### config.mk
export PLATFORM = sky130hd
export DESIGN_NAME = riscv_mem_arbiter
export DESIGN_NICKNAME = d
export VERILOG_FILES = /design/src/rtl/riscv_mem_pkg.sv /design/src/rtl/riscv_mem_arbiter.sv
export SDC_FILE = /design/constraint.sdc
export NUM_CORES = 1
export LEC_CHECK = 0
export CORE_AREA = 5 5 119 121
export DETAILED_ROUTE_END_ITERATION = 10
export DIE_AREA = 0 0 124 126
export PLACE_DENSITY = 0.79
export SYNTH_ARGS = -nofsm -noshare
export SYNTH_HDL_FRONTEND = slang
export SYNTH_SLANG_ARGS = --single-unit
### constraint.sdc
create_clock -name clk -period 4.35 [get_ports clk]
set_input_delay 0.6525 -clock clk [delete_from_list [all_inputs] [get_ports clk]]
set_output_delay 0.6525 -clock clk [all_outputs]
set_load 0.01 [all_outputs]
### src/rtl/riscv_mem_pkg.sv
// Shared definitions for the unified-memory arbiter.
//   - Default address/data widths
//   - ERR_RDATA: read data returned when a memory access times out
//   - arb_state_t: arbiter FSM states (IDLE/BUSY/RESP)
//   - grant_t: which core port owns the memory (GNT_INSTR/GNT_DATA)
package riscv_mem_pkg;

    localparam int DEF_ADDR_W = 32;
    localparam int DEF_DATA_W = 32;

    localparam logic [31:0] ERR_RDATA = 32'hDEADBEEF;

    typedef enum logic [1:0] {
        IDLE,
        BUSY,
        RESP
    } arb_state_t;

    typedef enum logic {
        GNT_INSTR,
        GNT_DATA
    } grant_t;

endpackage

### src/rtl/riscv_mem_arbiter.sv
// Unified-memory arbiter between the core's instruction-fetch port and its
// load/store port. One access is in flight at a time. Simultaneous requests
// are served round-robin. Misaligned word addresses are rejected without
// touching memory. An access that waits too long for mem_ack is abandoned
// with an error.
//
// Ports:
//   clk, rst                       clock, asynchronous active-high reset
//   i_req, i_addr                  fetch request, held until i_ack
//   i_ack, i_rdata, i_err          fetch completion pulse, word and error
//   d_req, d_we, d_addr, d_wdata   load/store request, held until d_ack
//   d_ack, d_rdata, d_err          load/store completion pulse, data and error
//   mem_req, mem_we, mem_addr,
//   mem_wdata                      memory strobe (held until mem_ack) and payload
//   mem_ack, mem_rdata             memory completion and read data
//   stall                          a request is pending and not yet acked
module riscv_mem_arbiter
    import riscv_mem_pkg::*;
#(
    parameter int ADDR_W  = DEF_ADDR_W,
    parameter int DATA_W  = DEF_DATA_W,
    parameter int TIMEOUT = 15
) (
    input  logic              clk,
    input  logic              rst,

    input  logic              i_req,
    input  logic [ADDR_W-1:0] i_addr,
    output logic              i_ack,
    output logic [DATA_W-1:0] i_rdata,
    output logic              i_err,

    input  logic              d_req,
    input  logic              d_we,
    input  logic [ADDR_W-1:0] d_addr,
    input  logic [DATA_W-1:0] d_wdata,
    output logic              d_ack,
    output logic [DATA_W-1:0] d_rdata,
    output logic              d_err,

    output logic              mem_req,
    output logic              mem_we,
    output logic [ADDR_W-1:0] mem_addr,
    output logic [DATA_W-1:0] mem_wdata,
    input  logic              mem_ack,
    input  logic [DATA_W-1:0] mem_rdata,

    output logic              stall
);

    // A zero TIMEOUT disables the timeout; keep the counter at least one bit
    // wide so the declarations stay legal in that case.
    localparam int CNT_W      = (TIMEOUT > 0) ? $clog2(TIMEOUT + 1) : 1;
    localparam int TMO_LAST_I = (TIMEOUT > 0) ? TIMEOUT - 1 : 0;
    localparam logic [CNT_W-1:0] TMO_LAST = TMO_LAST_I[CNT_W-1:0];
    localparam logic [CNT_W-1:0] CNT_MAX  = '1;

    arb_state_t        state;
    arb_state_t        next_state;
    grant_t            grant;
    grant_t            last_grant;
    grant_t            sel;
    logic [ADDR_W-1:0] sel_addr;
    logic              sel_misaligned;
    logic              any_req;
    logic [CNT_W-1:0]  tmo_cnt;
    logic              tmo_hit;
    logic [DATA_W-1:0] resp_rdata;
    logic              resp_err;

    assign any_req = i_req | d_req;

    // The counter holds the number of BUSY cycles already spent without
    // mem_ack, so the cycle in which it equals TIMEOUT-1 is the last cycle
    // mem_req is allowed to stay high.
    assign tmo_hit = (TIMEOUT > 0) && (tmo_cnt == TMO_LAST);

    // Grant selection and next-state decode. On a conflict, the port that
    // was not served last wins.
    always_comb begin
        next_state     = state;
        sel            = GNT_INSTR;
        sel_addr       = i_addr;
        sel_misaligned = 1'b0;

        if (i_req && d_req) begin
            sel = (last_grant == GNT_INSTR) ? GNT_DATA : GNT_INSTR;
        end else if (d_req) begin
            sel = GNT_DATA;
        end

        sel_addr       = (sel == GNT_DATA) ? d_addr : i_addr;
        sel_misaligned = (sel_addr[1:0] != 2'b00);

        case (state)
            IDLE: begin
                if (any_req) begin
                    next_state = sel_misaligned ? RESP : BUSY;
                end
            end
            BUSY: begin
                if (mem_ack || tmo_hit) begin
                    next_state = RESP;
                end
            end
            RESP: begin
                next_state = IDLE;
            end
            default: begin
                next_state = IDLE;
            end
        endcase
    end

    // State register.
    always_ff @(posedge clk or posedge rst) begin
        if (rst) begin
            state <= IDLE;
        end else begin
            state <= next_state;
        end
    end

    // Grant bookkeeping, latched memory payload, timeout counter and the
    // registered response. The payload is captured once at grant so a
    // requester changing its inputs during BUSY cannot disturb the access.
    // A mem_ack in the timeout cycle wins over the timeout.
    always_ff @(posedge clk or posedge rst) begin
        if (rst) begin
            grant      <= GNT_INSTR;
            last_grant <= GNT_INSTR;
            mem_we     <= 1'b0;
            mem_addr   <= '0;
            mem_wdata  <= '0;
            tmo_cnt    <= '0;
            resp_rdata <= '0;
            resp_err   <= 1'b0;
        end else begin
            case (state)
                IDLE: begin
                    if (any_req) begin
                        grant      <= sel;
                        mem_addr   <= sel_addr;
                        mem_we     <= (sel == GNT_DATA) && d_we;
                        mem_wdata  <= (sel == GNT_DATA) ? d_wdata : '0;
                        tmo_cnt    <= '0;
                        resp_rdata <= '0;
                        resp_err   <= sel_misaligned;
                    end
                end
                BUSY: begin
                    if (mem_ack) begin
                        resp_rdata <= mem_we ? '0 : mem_rdata;
                        resp_err   <= 1'b0;
                    end else if (tmo_hit) begin
                        resp_rdata <= DATA_W'(ERR_RDATA);
                        resp_err   <= 1'b1;
                    end else if (tmo_cnt != CNT_MAX) begin
                        tmo_cnt <= tmo_cnt + CNT_W'(1);
                    end
                end
                RESP: begin
                    last_grant <= grant;
                end
                default: begin
                end
            endcase
        end
    end

    // Memory strobe and acks decode directly from the state register, so
    // they drop to zero the moment reset is applied.
    assign mem_req = (state == BUSY);
    assign i_ack   = (state == RESP) && (grant == GNT_INSTR);
    assign d_ack   = (state == RESP) && (grant == GNT_DATA);
    assign i_err   = i_ack & resp_err;
    assign d_err   = d_ack & resp_err;
    assign i_rdata = resp_rdata;
    assign d_rdata = resp_rdata;

    assign stall = (i_req & ~i_ack) | (d_req & ~d_ack);

endmodule

* Word-level counts from Yosys, hierarchy flattened *
Index checks and enable logic that the tools add are counted.
Widths: inputs -> output; s select.

storage, ports and cells
  word-level logic and storage cells = 64
  input port bits = 134
  register bits = 106
  output and inout port bits = 135

cells by class
  multiplexer cells = 23
  reductions and logical operators = 12
  equality and inequality tests = 10
  add/sub/neg operators = 1
  bitwise operators = 9

operator list
  cell                 count
  $mux 32              6
  $pmux 32 s2          1
  $mux 4               4
  $pmux 4 s2           1
  $mux 1               6
  $mux 2               3
  $ne 2x2->1 const B   3
  $reduce_and 5->1     1
  $add 4x1->4 const B  1
  $and 1x1->1          4
  $eq 4x4->1 const B   1
  $logic_and 1x1->1    4
  $ne 2x1->1 const B   2
  $ne 4x4->1 const B   1
  $pmux 2 s2           1
  $reduce_and 2->1     2
  $reduce_bool 2->1    2
  $ne 3x1->1 const B   1
  $not 1->1            3
  $reduce_and 3->1     1
  $eq 2x1->1 const B   1
  $eq 2x2->1 const B   1
  $logic_not 2->1      1
  $or 1x1->1           2
  2 further kinds      2

* Depth between registers and ports, before layout *
Gate-level depths: netlist (run 1).

  word-level depth = 7
  mapped depth = 7

* Worst setup path before layout (run 1) *
No wires, ideal clock.

  path type = input -> register
  start = input port mem_ack
  end = register resp_rdata[10], in the netlist d_rdata[10]
  setup time = 0.125 ns
  slack = 2.431 ns
  stages = 5
  arrival time = 1.795 ns
  cells stage by stage = buf_2 > nor3b_4 > a211oi_4 > buf_6 > mux2_2

on the way
  word-level cells in the longest chain between the ends = 2
  elaborated cells on any way between the ends = 4

RTL lines
  element                                                           RTL line                  RTL
  start, declared                                                   riscv_mem_arbiter.sv:45   input logic mem_ack,
  $ne 3x1->1 (no line) / $mux 32 (equally long branches)            n/a
  $reduce_and 3->1 (no line) / $pmux 32 s2 (equally long branches)  n/a
  end signal, assigned                                              riscv_mem_arbiter.sv:153  resp_rdata <= mem_we ? '0 : mem_rdata;
  end signal, assigned                                              riscv_mem_arbiter.sv:156  resp_rdata <= DATA_W'(ERR_RDATA);
  end, declared                                                     riscv_mem_arbiter.sv:68   logic [DATA_W-1:0] resp_rdata;

Several ways; a longest one is shown, not always the timed one.
A chain may end at the register's enable or synchronous reset.

* Final worst setup path (run 1) *
  start = input port i_req
  end = output port stall

on the way
  word-level cells in the longest chain between the ends = 2

RTL lines
  element          RTL line                  RTL
  start, declared  riscv_mem_arbiter.sv:27   input logic i_req,
  $and 1x1->1      riscv_mem_arbiter.sv:181  assign stall = (i_req & ~i_ack) | (d_req & ~d_ack);
  $or 1x1->1       riscv_mem_arbiter.sv:181
  end, declared    riscv_mem_arbiter.sv:48   output logic stall

Every way passes these cells.

==> results.md, run 1 <==
- CTS root buffer: clkbuf_16
- Clock latency on the worst-skew pair: 340 ps
- Leading area contributor after synthesis: dfrtp_1
- Sum of negative setup slack: 0 ps
- Worst vdd rail ir drop: 0.000305 V
- Most frequent cells in the layout: 268 x clkdlybuf4s50_1, 106 x dfrtp_1, 41 x a22o_1
- Clock-pin slew on the worst setup and hold paths: 70 ps
- Leak pwr: 3.42 nW
- H-tree Lvls: 3
- DR vias: 4045
- YS warnings: 0
- Slowest cell on crit path: clkdlybuf4s50_1
- MaxCap Viol Count: 0
- ANT cells: 0
- GP Congestion: 0.754
- Sw Ratio: 0.335
- Mapped Area: 0.00489 mm²
- Routed wire length: 14300 µm
- Area Overhead vs Synth: 59.6%
- Pwr/cell area: 565 mW/mm²
- Slew headroom: 0.419
- Core outline area: 0.0130 mm²
- Buffers on Ports: 268
- Layout Nets: 794
- Post-Route Skew: 8.41 ps
- RSZ-0062 raised after global routing: no
- Worst-margin pin slew: 871 ps
- Fin. Hold Viols: 0
- Layout cell share with drive strength beyond 1: 0.0890
- Power share of the clock group: 0.190
- Die X: 124 µm
- Post-DP HPWL: 11100 µm
- Critical path class: in -> out
- Global-route wire length before repair: 22300 µm
- Drt pass-1 iters: 5
- DR iter-0 viols: 125
- CTS Buf Count: 9
- Int Pwr: 0.00294 W
- Setup violations, final: 0
- Critical path fanouts, max: 5
- Antenna violations before repair: 0
- Top cell by count, worst path: clkdlybuf4s50_1
- Share of total power in combinational logic: 0.451
- Pin count of the biggest net entering global routing: 100
- Worst Path Arrival: 2080 ps
- Post-synth net total: 566
- Postcts setup bufs: 0
- Total power draw: 0.00442 W
- Most common cell after layout, fill and taps aside: clkdlybuf4s50_1
- Post-CTS sizing: 0
- Synth area leaders: dfrtp_1 54%, a22o_1 7.3%, mux2i_1 6.8%
- I/O Pins: 269
- Initial Util: 0.377
- Hold Buf Count CTS: 0
- Yosys reg bits: 106
- HP Class: reg -> reg
- Chip height: 126 µm
- Final Critical Period: 2740 ps
- Sequential area share after synthesis: 0.542
- Synth cell types: 31
- Vias in the first global route: 4313
- Clock Sink Count: 106
- Final Cycle Share: 0.629
- Highest clock rate: 365 MHz
- Outcome: completed
- Crit path largest cell delay: 650 ps
- # rows: 42
- Worst endpoint required time: 3700 ps
- Seq pwr share: 0.360
- Syn_area_per_cell: 11.4 µm²
- Startpoint Class: primary input
- Crit. End Element: primary output
- DR vias/cell: 4.82
- Pins over their slew limit: 0
- NetSw: 0.00148 W
- GRT overflow: 0
- CTS tree: yes
- Crit path cell chain: clkdlybuf4s50_1 > o21ai_0 > nand2_1 > clkdlybuf4s50_1
- ANT nets after route: 0
- GRT Total Usage: 0.181
- Post-DR wirelength/cell: 17.0 µm
- Die area: 0.0156 mm²
- Synth Instances: 430
- Synth top area share: 0.542
- # DRC: 0
- CTS max path bufs: 2
-- power groups by stage --
stage | registers (W) | clock network [W] | logic [W]
floorplan | 0.00172 | 0 | 0.000803
global placement | 0.00158 | 0 | 0.00198
detailed placement | 0.00160 | 0 | 0.00203
CTS | 0.00159 | 0.000864 | 0.00203
global route | 0.00164 | 0.000897 | 0.00215
finish | 0.00159 | 0.000838 | 0.00199
-- metrics by stage --
| step | instances | hold WS (ps) | cell area, µm² | util | setup slack [ps] |
|---|---|---|---|---|---|
| 5_1_grt | 839 | 502 | 7810 | 0.602 | 1520 |
| 6_report | 839 | 480 | 7810 | 0.602 | 1610 |
| 3_5_place_dp | 823 | 473 | 7500 | 0.578 | 1550 |
| 2_1_floorplan | 430 | 441 | 4890 | - | 909 |
| 4_1_cts | 839 | 489 | 7810 | 0.602 | 1610 |
| 3_3_place_gp | 823 | 462 | 7500 | 0.578 | 1640 |
-- worst max-delay path: cells and delay by family --
family | cells | cell delay [ps]
buf+inv | 2 | 1190
simple gates | 1 | 90
compound gates | 1 | 150
-- logic make-up (layout without fill, tap and decap cells) --
group | Yosys count | in the layout | share of synthesized area
adders and majority gates | 2 | 2 | 0.00511
AOI/OAI and AO/OA | 112 | 112 | 0.156
and+or+nand+nor | 85 | 85 | 0.0869
muxes | 59 | 59 | 0.127
buffers and inverters | 66 | 299 | 0.0828
DFF | 106 | 106 | 0.542
-- worst paths after layout --
check	startpoint	endpoint	slack [ps]	cells after the start
worst max-delay path	i_req	stall	1610	4
max in group asynchronous	rst	mem_addr[1]	2810	3
worst min-delay path	mem_addr[7]	mem_addr[7]	480	2
worst min register to register	mem_addr[7]	mem_addr[7]	480	2
worst max register to register	state[1]	tmo_cnt[1]	2280	6
min in group asynchronous	rst	d_rdata[15]	690	2
-- synth_stat cells --
library cell and n:
buf_4 34, inv_1 6, o21ai_0 34, clkbuf_1 12
o21a_1 2, a21oi_1 26, buf_2 12, mux2i_1 33
mux2_2 26, nand2_1 38, nor3b_2 1, dfrtp_1 106
a22o_1 41, or2b_1 1, buf_6 2, nor2_1 12
and2_1 3, o2111ai_1 1, a211oi_4 1, nand3b_1 1
a311oi_1 2, nand3_1 1, and3_1 1, nor3_1 1
nand2b_1 25, a21o_1 1, ha_1 2, a31o_2 2
a21boi_0 1, o21ai_2 1, nor3b_4 1
-- registers in the layout, summed over array words and instances (netlist names) --
signal,cells
d_rdata,32
mem_addr,32
mem_wdata,32
tmo_cnt,4
state,2
grant,1
last_grant,1
mem_we,1
resp_err,1
-- layer usage --
metal / vias up / GRT usage / share of wire / wire (µm)
met5: - / 0 / 0 / 0
met3: 16 / 0.0475 / 0.090 / 1280
met2: 185 / 0.318 / 0.50 / 7130
met1: 1912 / 0.214 / 0.40 / 5640
met4: 0 / 0.0586 / 0.015 / 215
li1: 1932 / - / - / -
-- final cells by class --
cell class	instances	area, µm²
Inverter	6	25.0
Clock buffer	9	225
Clock inverter	7	83.8
Timing Repair Buffer	277	2750
Fill cell	1046	5170
Multi-Input combinational cell	258	1850
Tap cell	176	220
Sequential cell	106	2650
No activity file was read; power rests on OpenSTA's default activity.
==> run 2: changes to the inputs <==
- clock period: 4.35 -> 2.8 ns (I/O delays scaled with it)
==> results.md, run 2 (synthesized netlist as in run 1, its figures left out) <==
- Die area: 0.0156 mm² (unchanged)
- Worst hold slack: 476 ps (was 480 ps)
- CTS Buf Count: 9 (unchanged)
- Startpoint Class: register (was primary input)
- R2R setup slack: 880 ps (was 2280 ps)
- Area Overhead vs Synth: 59.6% (about the same)
- DR vias: 4057 (was 4045)
- DR vias/cell: 4.84 (was 4.82)
- Die X: 124 µm (unchanged)
- # DRC: 0 (unchanged)
- Worst vdd rail ir drop: 0.000480 V (was 0.000305 V)
- ANT nets after route: 0 (unchanged)
- I/O Pins: 269 (unchanged)
- GP Congestion: 0.743 (was 0.754)
- H-tree Lvls: 3 (unchanged)
- CTS max path bufs: 2 (unchanged)
- Routed wire length: 14300 µm (about the same)
- Core outline area: 0.0130 mm² (unchanged)
- Pin count of the biggest net entering global routing: 107 (was 100)
- Post-CTS sizing: 0 (unchanged)
- ANT cells: 0 (unchanged)
- Leak pwr: 3.41 nW (was 3.42 nW)
- Fin. Hold Viols: 0 (unchanged)
- Global-route wire length before repair: 21900 µm (was 22300 µm)
- RSZ-0062 raised after global routing: no (unchanged)
- Layout cell share with drive strength beyond 1: 0.0846 (was 0.0890)
- Chip height: 126 µm (unchanged)
- Critical path class: reg -> out (was in -> out)
- Pins over their slew limit: 0 (unchanged)
- Post-DR wirelength/cell: 17.0 µm (about the same)
- Most frequent cells in the layout: 268 x clkdlybuf4s50_1, 106 x dfrtp_1, 41 x a22o_1 (unchanged)
- Drt pass-1 iters: 4 (was 5)
- Crit. End Element: primary output (unchanged)
- Final Critical Period: 2430 ps
- Worst endpoint required time: 2380 ps (was 3700 ps)
- GRT overflow: 0 (unchanged)
- CTS root buffer: clkbuf_16 (unchanged)
- Buffers on Ports: 268 (unchanged)
- Setup violations, final: 0 (unchanged)
- Worst-margin pin slew: 580 ps (was 871 ps)
- Pwr/cell area: 863 mW/mm² (was 565 mW/mm²)
- GRT Total Usage: 0.179 (was 0.181)
- HP Class: reg -> reg (unchanged)
- Clock-pin slew on the worst setup and hold paths: 70 ps (about the same)
- Sum of negative setup slack: 0 ps (unchanged)
- Final Util: 0.602 (about the same)
- Most common cell after layout, fill and taps aside: clkdlybuf4s50_1 (unchanged)
- Post-Route Skew: 8.26 ps (was 8.41 ps)
- Clock Sink Count: 106 (unchanged)
- Initial Util: 0.377 (unchanged)
- # rows: 42 (unchanged)
- Critical path fanouts, max: 7 (was 5)
- Worst Path Arrival: 2010 ps (was 2080 ps)
- DR iter-0 viols: 127 (was 125)
- Antenna violations before repair: 0 (unchanged)
- CTS tree: yes (unchanged)
- Vias in the first global route: 4288 (was 4313)
- Highest clock rate: 411 MHz
- Hold Buf Count CTS: 0 (unchanged)
- MaxCap Viol Count: 0 (unchanged)
- Outcome: completed (unchanged)
- # fillers: 1074 (was 1046)
- Final Cycle Share: 0.869
- Layout Nets: 793 (was 794)
- Clock latency on the worst-skew pair: 340 ps (about the same)
- Postcts setup bufs: 0 (unchanged)
- Post-DP HPWL: 11000 µm (was 11100 µm)
- Slew headroom: 0.614 (was 0.419)
[run 2: stage by stage]
| step | power, W | setup WS (ps) | cells | instance area (µm²) |
|---|---|---|---|---|
| 4_1_cts | 0.00685 | 318 | 838 | 7810 |
| 2_1_floorplan | 0.00392 | 993 | 430 | 4900 |
| 6_report | 0.00673 | 366 | 838 | 7810 |
| 5_1_grt | 0.00716 | 223 | 838 | 7810 |
| 3_5_place_dp | 0.00564 | 508 | 822 | 7530 |
| 3_3_place_gp | 0.00556 | 561 | 822 | 7530 |
[run 2: critical path, stage by stage, from the launching register on]
cell             delay, ps
dfrtp_1                520
or2b_1                 300
nor2_1                 150
and2_1                 150
clkdlybuf4s50_1        550
[run 2: worst paths after layout]
check,depth (start not counted),from,to
worst max register to register,6,tmo_cnt[0],d_rdata[9]
worst min-delay path,2,mem_addr[27],mem_addr[27]
min in group asynchronous,3,rst,grant
max in group asynchronous,3,rst,d_rdata[1]
worst max-delay path,4,state[1],i_err
worst min register to register,2,mem_addr[27],mem_addr[27]
[run 2: layout make-up]
type,instances,area [µm²],share of cell area
Clock buffer,12,246,0.0316
Clock inverter,4,27.5,0.00353
Inverter,6,26.3,0.00337
Multi-Input combinational cell,258,1850,0.238
Sequential cell,106,2650,0.340
Tap cell,176,220,0.0282
Timing Repair Buffer,276,2780,0.356
[run 2: power by group]
group	total, W	internal [W]	switching, W
sequential	0.00246	0.00209	0.000372
combinational	0.00312	0.00179	0.00133
clock	0.00116	0.000628	0.000531
total	0.00673	0.00450	0.00223
[run 2: routing by layer]
layer	global-route usage	wire length, µm	vias to the layer above
met5	0	0	-
met4	0.0625	272	0
met3	0.0632	1560	17
met2	0.307	6990	187
met1	0.205	5440	1929
li1	-	-	1924
==> run 3: changes to the inputs <==
- CORE_AREA: 5 5 119 121 -> 5 5 125 127
- DIE_AREA: 0 0 124 126 -> 0 0 130 132
- PLACE_DENSITY: 0.79 -> 0.75
- clock period: 2.8 -> 2 ns (I/O delays scaled with it)
==> results.md, run 3 (synthesized netlist as in run 1, its figures left out) <==
- Outcome: completed (unchanged)
- Clock-pin slew on the worst setup and hold paths: 70 ps (about the same)
- I/O Pins: 269 (unchanged)
- ANT nets after route: 0 (unchanged)
- Clock Sink Count: 106 (unchanged)
- DR iter-0 viols: 163 (was 127)
- Crit path cell chain: buf_4 > nand3b_1 > inv_2 > clkdlybuf4s50_1 (was or2b_1 > nor2_1 > and2_1 > clkdlybuf4s50_1)
- Chip height: 132 µm (was 126 µm)
- Sum of negative setup slack: 0 ps (unchanged)
- Global-route wire length before repair: 23000 µm (was 21900 µm)
- Crit. End Element: primary output (unchanged)
- CP bufs+invs: 3 (was 1)
- Core outline area: 0.0143 mm² (was 0.0130 mm²)
- Most common cell after layout, fill and taps aside: clkdlybuf4s50_1 (unchanged)
- H-tree Lvls: 3 (unchanged)
- GRT Total Usage: 0.168 (was 0.179)
- DR vias/cell: 4.85 (was 4.84)
- Sequential cell area: 0.00265 mm² (unchanged)
- Pins over their slew limit: 0 (unchanged)
- Worst endpoint required time: 1700 ps (was 2380 ps)
- CTS max path bufs: 2 (unchanged)
- Worst-margin pin slew: 514 ps (was 580 ps)
- Delay-heaviest family, CP: buffers and inverters (was simple AND/OR/NAND/NOR gates)
- Drt pass-1 iters: 4 (unchanged)
- GRT overflow: 0 (unchanged)
- Fin. Hold Viols: 0 (unchanged)
- HP Class: in -> async (was reg -> reg)
- Area of the multi-input gates: 0.00186 mm² (was 0.00185 mm²)
- Most frequent cells in the layout: 263 x clkdlybuf4s50_1, 106 x dfrtp_1, 41 x a22o_1 (was 268 x clkdlybuf4s50_1, 106 x dfrtp_1, 41 x a22o_1)
- Die area: 0.0172 mm² (was 0.0156 mm²)
- Buffers on Ports: 268 (unchanged)
- Startpoint Class: register (unchanged)
- Post-Route Skew: 5.01 ps (was 8.26 ps)
- CTS Buf Count: 9 (unchanged)
- Crit path largest cell delay: 530 ps (was 550 ps)
- Post-Layout Inst Area: 0.00802 mm² (was 0.00781 mm²)
- Worst Path Arrival: 1580 ps (was 2010 ps)
- Vias in the first global route: 4385 (was 4288)
- CTS tree: yes (unchanged)
- # DRC: 0 (unchanged)
- Critical path fanouts, max: 6 (was 7)
- Critical path class: reg -> out (unchanged)
- Routed wire length: 14600 µm (was 14300 µm)
- Initial Util: 0.342 (was 0.377)
- Area Overhead vs Synth: 63.9% (was 59.6%)
- Placed inst area: 0.00766 mm² (was 0.00753 mm²)
- Die X: 130 µm (was 124 µm)
- DR vias: 4164 (was 4057)
- # rows: 44 (was 42)
- Worst vdd rail ir drop: 0.000722 V (was 0.000480 V)
- Slew headroom: 0.656 (was 0.614)
- Highest clock rate: 532 MHz
- Layout Nets: 805 (was 793)
- RSZ-0062 raised after global routing: no (unchanged)
- Pin count of the biggest net entering global routing: 63 (was 107)
- Pwr/cell area: 1240 mW/mm² (was 863 mW/mm²)
- Antenna violations before repair: 0 (unchanged)
- Final Cycle Share: 0.940
- # fillers: 1232 (was 1074)
- Clock latency on the worst-skew pair: 340 ps (about the same)
- Layout cell share with drive strength beyond 1: 0.107 (was 0.0846)
- Slowest cell on crit path: clkdlybuf4s50_1 (unchanged)
- GP Congestion: 0.796 (was 0.743)
- Post-DP HPWL: 11200 µm (was 11000 µm)
- MaxCap Viol Count: 0 (unchanged)
- Final Critical Period: 1880 ps
- Post-DR wirelength/cell: 17.0 µm (about the same)
- Hold Buf Count CTS: 0 (unchanged)
- CTS root buffer: clkbuf_16 (unchanged)
- Setup violations, final: 0 (unchanged)
- ANT cells: 0 (unchanged)
- Leak pwr: 3.54 nW (was 3.41 nW)
-- run 3: cell types whose count changed in the layout (fill, tap and decap cells not counted), moves of 2 or more --
cell             previous run  this run
bufinv_16                   0         3
buf_12                      3         6
dlygate4sd2_1               0         5
clkdlybuf4s50_1           268       263
buf_4                       5        14
clkinv_4                    2         0
clkbuf_1                    2         0
-- run 3: worst reg2reg max path, cell delays in order (launching register included) --
cell and delay, ps:
dfrtp_1 410, inv_1 70, ha_1 170, nand3_1 150
a211oi_4 320, buf_12 220, mux2_2 370
-- run 3: routing by layer --
metal	GRT usage	routed length (µm)	up-vias
li1	-	-	1952
met2	0.274	6990	194
met3	0.0608	1530	22
met4	0.0641	326	0
met1	0.203	5710	1996
met5	0	0	-
-- run 3: power breakdown --
part | total (W) | switching, W | internal (W)
Sequential | 0.00344 | 0.000524 | 0.00292
Clock | 0.00205 | 0.000765 | 0.00129
Combinational | 0.00449 | 0.00190 | 0.00258
-- run 3: worst paths after layout --
kind	depth (start not counted)	slack [ps]	end	start
worst max-delay path	4	120	d_ack	state[1]
worst min-delay path	3	410	last_grant	rst
worst max register to register	6	180	d_rdata[3]	tmo_cnt[0]
worst min register to register	2	480	mem_addr[10]	mem_addr[10]
max in group asynchronous	3	1320	mem_addr[16]	rst
min in group clk	2	480	mem_addr[10]	mem_addr[10]
-- run 3: cell type report --
| type | count | share of cell area |
|---|---|---|
| Timing Repair Buffer | 288 | 0.362 |
| Sequential cell | 106 | 0.331 |
| Multi-Input combinational cell | 258 | 0.232 |
| Clock buffer | 11 | 0.0315 |
| Tap cell | 184 | 0.0287 |
| Clock inverter | 5 | 0.0125 |
| Inverter | 6 | 0.00328 |
-- run 3: repair_timing --
action	in CTS	in global routing
setup buffers	1	1
gates cloned	0	0
pin swaps	0	0
setup endpoints to repair	5	1
gates resized for setup	7	0
hold endpoints to repair	0	0
-- run 3: stage by stage --
stage / setup slack (ps) / hold slack, ps / total power (W) / utilization / std cells
after global routing: 21.2 / 441 / 0.0106 / 0.560 / 858
after global placement: 58.4 / 463 / 0.00790 / 0.535 / 840
final: 119 / 407 / 0.00998 / 0.560 / 858
after floorplan: 193 / 433 / 0.00549 / - / 430
after detailed placement: -16.1 / 469 / 0.00802 / 0.535 / 840
after CTS: 48.1 / 419 / 0.0101 / 0.560 / 857
